**src/rtl/turn_sequencer.sv**
```systemverilog
// turn_sequencer: game-flow controller for the tile-matching race.
// Accepts a pick from the player whose turn it is, shows the tile for a fixed
// reveal window, then steps that player's chicken forward (strobe B) on a match
// or hands the turn to the next player on a miss. After every step it samples
// the win checker's W flag and freezes the game when it is set.
//
// Optional feature, enabled by defining the macro PICK_TIMEOUT_EN:
//   adds parameter TIMEOUT_CYCLES. A player who makes no pick within that many
//   cycles loses the turn as if the pick had been a miss. Without the macro,
//   PICK waits indefinitely and no timeout counter exists.
//
// Handshake: a pick is accepted on any rising clock edge where pick_ready and
// pick_valid are both high. pick_tile and next_tile are sampled on that same
// edge. pick_ready is registered and is high only while the FSM waits in PICK.
module turn_sequencer #(
    parameter int TILE_W        = 4,
    parameter int NUM_PLAYERS   = 3,
    parameter int REVEAL_CYCLES = 50000000
`ifdef PICK_TIMEOUT_EN
    ,
    parameter int TIMEOUT_CYCLES = 250000000
`endif
) (
    input  logic              clk,
    input  logic              rst_n,
    input  logic              start,
    input  logic              pick_valid,
    input  logic [TILE_W-1:0] pick_tile,
    input  logic [TILE_W-1:0] next_tile,
    input  logic              W,
    output logic [1:0]        T,
    output logic              B,
    output logic              reveal,
    output logic              pick_ready,
    output logic              game_over,
    output logic [1:0]        winner
);

    // The reveal counter only has to hold REVEAL_CYCLES-1.
    localparam int               CNT_W    = (REVEAL_CYCLES > 1) ? $clog2(REVEAL_CYCLES) : 1;
    localparam logic [CNT_W-1:0] CNT_LOAD = CNT_W'(REVEAL_CYCLES - 1);
    localparam logic [1:0]       LAST_T   = 2'(NUM_PLAYERS - 1);

    typedef enum logic [2:0] {
        S_IDLE      = 3'd0,
        S_PICK      = 3'd1,
        S_REVEAL    = 3'd2,
        S_RESOLVE   = 3'd3,
        S_WIN_CHECK = 3'd4,
        S_OVER      = 3'd5
    } state_t;

    state_t            state_q, state_d;
    logic [1:0]        t_q, t_d;
    logic              b_q, b_d;
    logic              reveal_q, reveal_d;
    logic              pick_ready_q, pick_ready_d;
    logic              game_over_q, game_over_d;
    logic [1:0]        winner_q, winner_d;
    logic [CNT_W-1:0]  cnt_q, cnt_d;
    logic [TILE_W-1:0] pick_q, pick_d;
    logic              match_q, match_d;
    logic [1:0]        next_t;

`ifdef PICK_TIMEOUT_EN
    localparam int               TMO_W    = (TIMEOUT_CYCLES > 1) ? $clog2(TIMEOUT_CYCLES) : 1;
    localparam logic [TMO_W-1:0] TMO_LAST = TMO_W'(TIMEOUT_CYCLES - 1);
    logic [TMO_W-1:0] tmo_q, tmo_d;
`endif

    // Turn rotation wraps after the last active player so T stays in range.
    assign next_t = (t_q == LAST_T) ? 2'd0 : t_q + 2'd1;

    // Next-state and next-output logic; every output is computed one cycle
    // ahead so that it leaves the block straight from a flop.
    always_comb begin
        state_d      = state_q;
        t_d          = t_q;
        b_d          = 1'b0;
        reveal_d     = reveal_q;
        pick_ready_d = pick_ready_q;
        game_over_d  = game_over_q;
        winner_d     = winner_q;
        cnt_d        = cnt_q;
        pick_d       = pick_q;
        match_d      = match_q;
`ifdef PICK_TIMEOUT_EN
        tmo_d        = tmo_q;
`endif
        case (state_q)
            S_IDLE: begin
                if (start) begin
                    state_d      = S_PICK;
                    t_d          = 2'd0;
                    pick_ready_d = 1'b1;
`ifdef PICK_TIMEOUT_EN
                    tmo_d        = '0;
`endif
                end
            end
            S_PICK: begin
                // A real pick always beats a timeout expiring in the same cycle.
                if (pick_valid) begin
                    pick_d       = pick_tile;
                    match_d      = (pick_tile == next_tile);
                    cnt_d        = CNT_LOAD;
                    state_d      = S_REVEAL;
                    pick_ready_d = 1'b0;
                    reveal_d     = 1'b1;
                end
`ifdef PICK_TIMEOUT_EN
                else if (tmo_q == TMO_LAST) begin
                    t_d   = next_t;
                    tmo_d = '0;
                end else begin
                    tmo_d = tmo_q + TMO_W'(1);
                end
`endif
            end
            S_REVEAL: begin
                if (cnt_q == '0) begin
                    state_d  = S_RESOLVE;
                    reveal_d = 1'b0;
                    b_d      = match_q;
                end else begin
                    cnt_d = cnt_q - CNT_W'(1);
                end
            end
            S_RESOLVE: begin
                if (match_q) begin
                    state_d = S_WIN_CHECK;
                end else begin
                    t_d          = next_t;
                    state_d      = S_PICK;
                    pick_ready_d = 1'b1;
`ifdef PICK_TIMEOUT_EN
                    tmo_d        = '0;
`endif
                end
            end
            S_WIN_CHECK: begin
                // The checker has had one cycle to absorb B; W is trusted only here.
                if (W) begin
                    winner_d    = t_q;
                    game_over_d = 1'b1;
                    state_d     = S_OVER;
                end else begin
                    state_d      = S_PICK;
                    pick_ready_d = 1'b1;
`ifdef PICK_TIMEOUT_EN
                    tmo_d        = '0;
`endif
                end
            end
            S_OVER: begin
                if (start) begin
                    state_d      = S_PICK;
                    t_d          = 2'd0;
                    game_over_d  = 1'b0;
                    winner_d     = 2'd0;
                    pick_ready_d = 1'b1;
`ifdef PICK_TIMEOUT_EN
                    tmo_d        = '0;
`endif
                end
            end
            default: begin
                state_d      = S_IDLE;
                t_d          = 2'd0;
                reveal_d     = 1'b0;
                pick_ready_d = 1'b0;
                game_over_d  = 1'b0;
                winner_d     = 2'd0;
            end
        endcase
    end

    // State and output registers; reset drops any pending step strobe.
    always_ff @(posedge clk or negedge rst_n) begin
        if (!rst_n) begin
            state_q      <= S_IDLE;
            t_q          <= 2'd0;
            b_q          <= 1'b0;
            reveal_q     <= 1'b0;
            pick_ready_q <= 1'b0;
            game_over_q  <= 1'b0;
            winner_q     <= 2'd0;
            cnt_q        <= '0;
            pick_q       <= '0;
            match_q      <= 1'b0;
`ifdef PICK_TIMEOUT_EN
            tmo_q        <= '0;
`endif
        end else begin
            state_q      <= state_d;
            t_q          <= t_d;
            b_q          <= b_d;
            reveal_q     <= reveal_d;
            pick_ready_q <= pick_ready_d;
            game_over_q  <= game_over_d;
            winner_q     <= winner_d;
            cnt_q        <= cnt_d;
            pick_q       <= pick_d;
            match_q      <= match_d;
`ifdef PICK_TIMEOUT_EN
            tmo_q        <= tmo_d;
`endif
        end
    end

    assign T          = t_q;
    assign B          = b_q;
    assign reveal     = reveal_q;
    assign pick_ready = pick_ready_q;
    assign game_over  = game_over_q;
    assign winner     = winner_q;

endmodule

```
**config.mk**
```make
export PLATFORM = sky130hd
export DESIGN_NAME = turn_sequencer
export DESIGN_NICKNAME = d
export VERILOG_FILES = /design/src/rtl/turn_sequencer.sv
export SDC_FILE = /design/constraint.sdc
export NUM_CORES = 1
export LEC_CHECK = 0
export ABC_AREA = 0
export CAP_MARGIN = 0
export CORE_ASPECT_RATIO = 0.8
export CORE_MARGIN = 3
export CORE_UTILIZATION = 40
export CTS_CLUSTER_SIZE = 16
export DETAILED_ROUTE_END_ITERATION = 7
export PLACE_DENSITY = 0.59
export RECOVER_POWER = 50
export SYNTH_ARGS = -nofsm -noshare
export SYNTH_HDL_FRONTEND = slang
export SYNTH_SLANG_ARGS = --single-unit
```
**constraint.sdc**
```tcl
create_clock -name clk -period 1.68 [get_ports clk]
set_input_delay 0.336 -clock clk [delete_from_list [all_inputs] [get_ports clk]]
set_output_delay 0.336 -clock clk [all_outputs]
set_load 0.005 [all_outputs]
```
==> reports/results.txt <==
run status: finished with violations
failing checks: negative setup slack
cell repeated most along the worst path: or3_4
Worst EP arrival: 2.22 ns
I/O Buffers: 20
Root Buffer: clkbuf_8
Critical R2R Capture: cnt_q[18]
Worst Setup End Kind: flip-flop
worst path cell trace: buf_6 > or3_4 > or3_4 > or4_1 > a21oi_2
Avg Cell Area, Syn: 9.63 µm²
initial antenna violation count: 0
total grt overflow: 0
post-route ant nets: 0
cells on worst reg2reg path: 5
Worst Hold Depth: 1
critical path's top delay family: simple AND/OR/NAND/NOR gates
Core ar.: 0.00506 mm²
Worst path max stage delay: 0.50 ns
commonest non-fill, non-tap cells in the layout: buf_4, dfrtp_1, clkdlybuf4s50_1, buf_6, nand3_1
first-pass GRT wire length: 9810 µm
layout cell share with drive strength beyond 1: 48.6%
Die Y: 71.1 µm
initial core utilization: 41.8%
Ys Warns: 0
post-route setup slack: -0.317 ns
GR Util All Layers: 20.0%
Required @ worst endpoint: 1.91 ns
CTS clk-pin slew, worst paths: 0.07 ns
max_slew headroom: 35.7%
vias per std cell: 5.58
syn_nets: 234
# setup viols final: 28
total power divided by cell area: 876 mW/mm²
worst r2r src: cnt_q[14]
post-route DRC violation count: 0
clock latency on the worst-skew pair: 0.29 ns
share of the synthesized area in the top cell type: 44.9%
clk_skew: 0.00461 ns
Final GP Congestion: 0.841
Yosys cell types: 51
P&R area growth vs syn: 65.5%
Synth Register Bits: 38
ys async rst share: 100%
Post-synth top flop: dfrtp_1
Slew @ Worst Pin: 0.965 ns
Max Cap Violations: 0
Max Clk Rate: 501 MHz
first-iteration detailed-routing DRC count: 99
chip width: 87.4 µm
CTS H-tree lvls: 2
Crit path buffers/inverters: 1
DR vias: 2205
top cell type by total area after synthesis: dfrtp_1
unrepaired setup endpoints after global routing: true
Nets: 347
diode count: 0
Die ar.: 0.00621 mm²
Final Total Pwr: 3.07 mW
TNS Setup: -5.75 ns
final max-slew violation count: 0
reg-to-reg slack, setup: -0.32 ns
I/O pin count: 21
Startpoint Class: flip-flop
final WL: 6140 µm
Worst Hold Class: reg -> reg
non-filler cells, final: 395
min Tclk post-route: 2.00 ns
P_leak: 1.40 nW
vias in the first global route: 2107
placed cells: 357
Area contributors post-synth: dfrtp_1, o31ai_1, or4_1, a21oi_1, nand3_1
Cells after Synth: 220
CTS buffer count: 5
sequential area share after synthesis: 44.9%
hold endpoint: game_over
crit share post-route: 119%
Mapped Area: 0.00212 mm²
CTS tree: done
commonest non-fill, non-tap cell in the layout: buf_4
DRT Pass-1 Iters: 4
# rows: 23
Worst Min Path Start: game_over
kind of critical path: reg -> reg
DR WL/cell: 15.5 µm
clock buffer depth: 2
TritonCTS Sinks: 38
Final Hold Fails: 0
VDD IR max: 694 µV
peak fanout along the critical path: 4
post-DP HPWL: 3910 µm
pin count of the biggest net entering global routing: 23
number of enable flip-flop cells after synthesis: 0
Crit-path slowest cell: or4_1
-- cell families after synthesis --
group | after synthesis | share of synthesized area [%]
AO/OA/AOI/OAI | 65 | 20.6
AND/OR/NAND/NOR | 94 | 27.9
buffers and inverters | 17 | 3.96
adder cells (fa/ha/maj) | 1 | 0.590
XOR/XNOR | 5 | 2.07
flip-flops | 38 | 44.9
-- what timing repair did --
| item | 4_1_cts | 5_1_grt |
|---|---|---|
| resized for setup | 42 | 36 |
| setup buffers | 20 | 10 |
| hold buffers | 1 | 0 |
| setup endpoints to repair | 28 | 31 |
| pin swaps | 20 | 21 |
| cloned | 1 | 0 |
| endpoints found under the hold margin | 5 | 0 |
-- cells in the mapped netlist (3+ instances only) --
| cell | instances |
|---|---|
| a21o_1 | 3 |
| a21oi_1 | 17 |
| and3_1 | 4 |
| buf_2 | 4 |
| clkbuf_1 | 3 |
| dfrtp_1 | 38 |
| inv_1 | 7 |
| nand2_1 | 10 |
| nand3_1 | 15 |
| nand4_1 | 4 |
| nor2_1 | 10 |
| nor3_1 | 7 |
| nor4_2 | 3 |
| o21ai_0 | 15 |
| o31ai_1 | 13 |
| or3_1 | 11 |
| or4_1 | 13 |
| xnor2_1 | 4 |
-- worst reg2reg max path, cell delays in order, from the launching register on --
cell	delay, ns
dfrtp_1	0.43
buf_6	0.14
or3_4	0.38
or3_4	0.36
or4_1	0.50
a21oi_2	0.12
-- final cells by class --
cell class | count | area (µm²)
clock buffers | 7 | 76.3
fillers | 391 | 1560
inverters | 7 | 26.3
multi-input cells | 166 | 1400
flip-flops and latches | 38 | 952
well taps | 62 | 77.6
repair buffers | 115 | 972
-- where the power goes --
part	switching, mW	internal [mW]	total [mW]
registers	0.108	1.02	1.13
logic	0.663	0.691	1.35
clock network	0.304	0.286	0.590
-- worst max-delay path by stage --
stage / slack, ns / endpoint / depth (start not counted) / start
after CTS: -0.23 / cnt_q[18] / 5 / cnt_q[14]
after global placement: -0.40 / cnt_q[23] / 7 / pick_valid
final: -0.32 / cnt_q[18] / 5 / cnt_q[14]
after floorplan: -0.17 / cnt_q[24] / 6 / cnt_q[8]
after global routing: -0.41 / cnt_q[16] / 7 / cnt_q[5]
after detailed placement: -0.48 / cnt_q[18] / 6 / pick_valid
-- flip-flops by register name (all words and copies together) (netlist names) --
name        count
game_over       1
reveal          1
winner          2
B               1
state_q         3
cnt_q          26
pick_ready      1
T               2
match_q         1
-- routing by layer --
layer,track usage (%),wire (µm),vias to the layer above
li1,-,-,1080
met1,28.4,2800,1087
met2,30.4,3080,25
met3,4.19,145,13
met4,6.47,117,0
met5,0,0,-
-- through the flow --
step / area (µm²) / hold WS, ns / worst slack [ns] / util [%]
floorplan: 2180 / 0.0404 / -0.166 / -
global placement: 2880 / 0.293 / -0.401 / 56.8
detailed placement: 2880 / 0.307 / -0.475 / 56.8
CTS: 3300 / 0.497 / -0.227 / 65.1
global route: 3510 / 0.518 / -0.411 / 69.3
finish: 3510 / 0.495 / -0.317 / 69.3
Power figures use the tool's default switching activity.
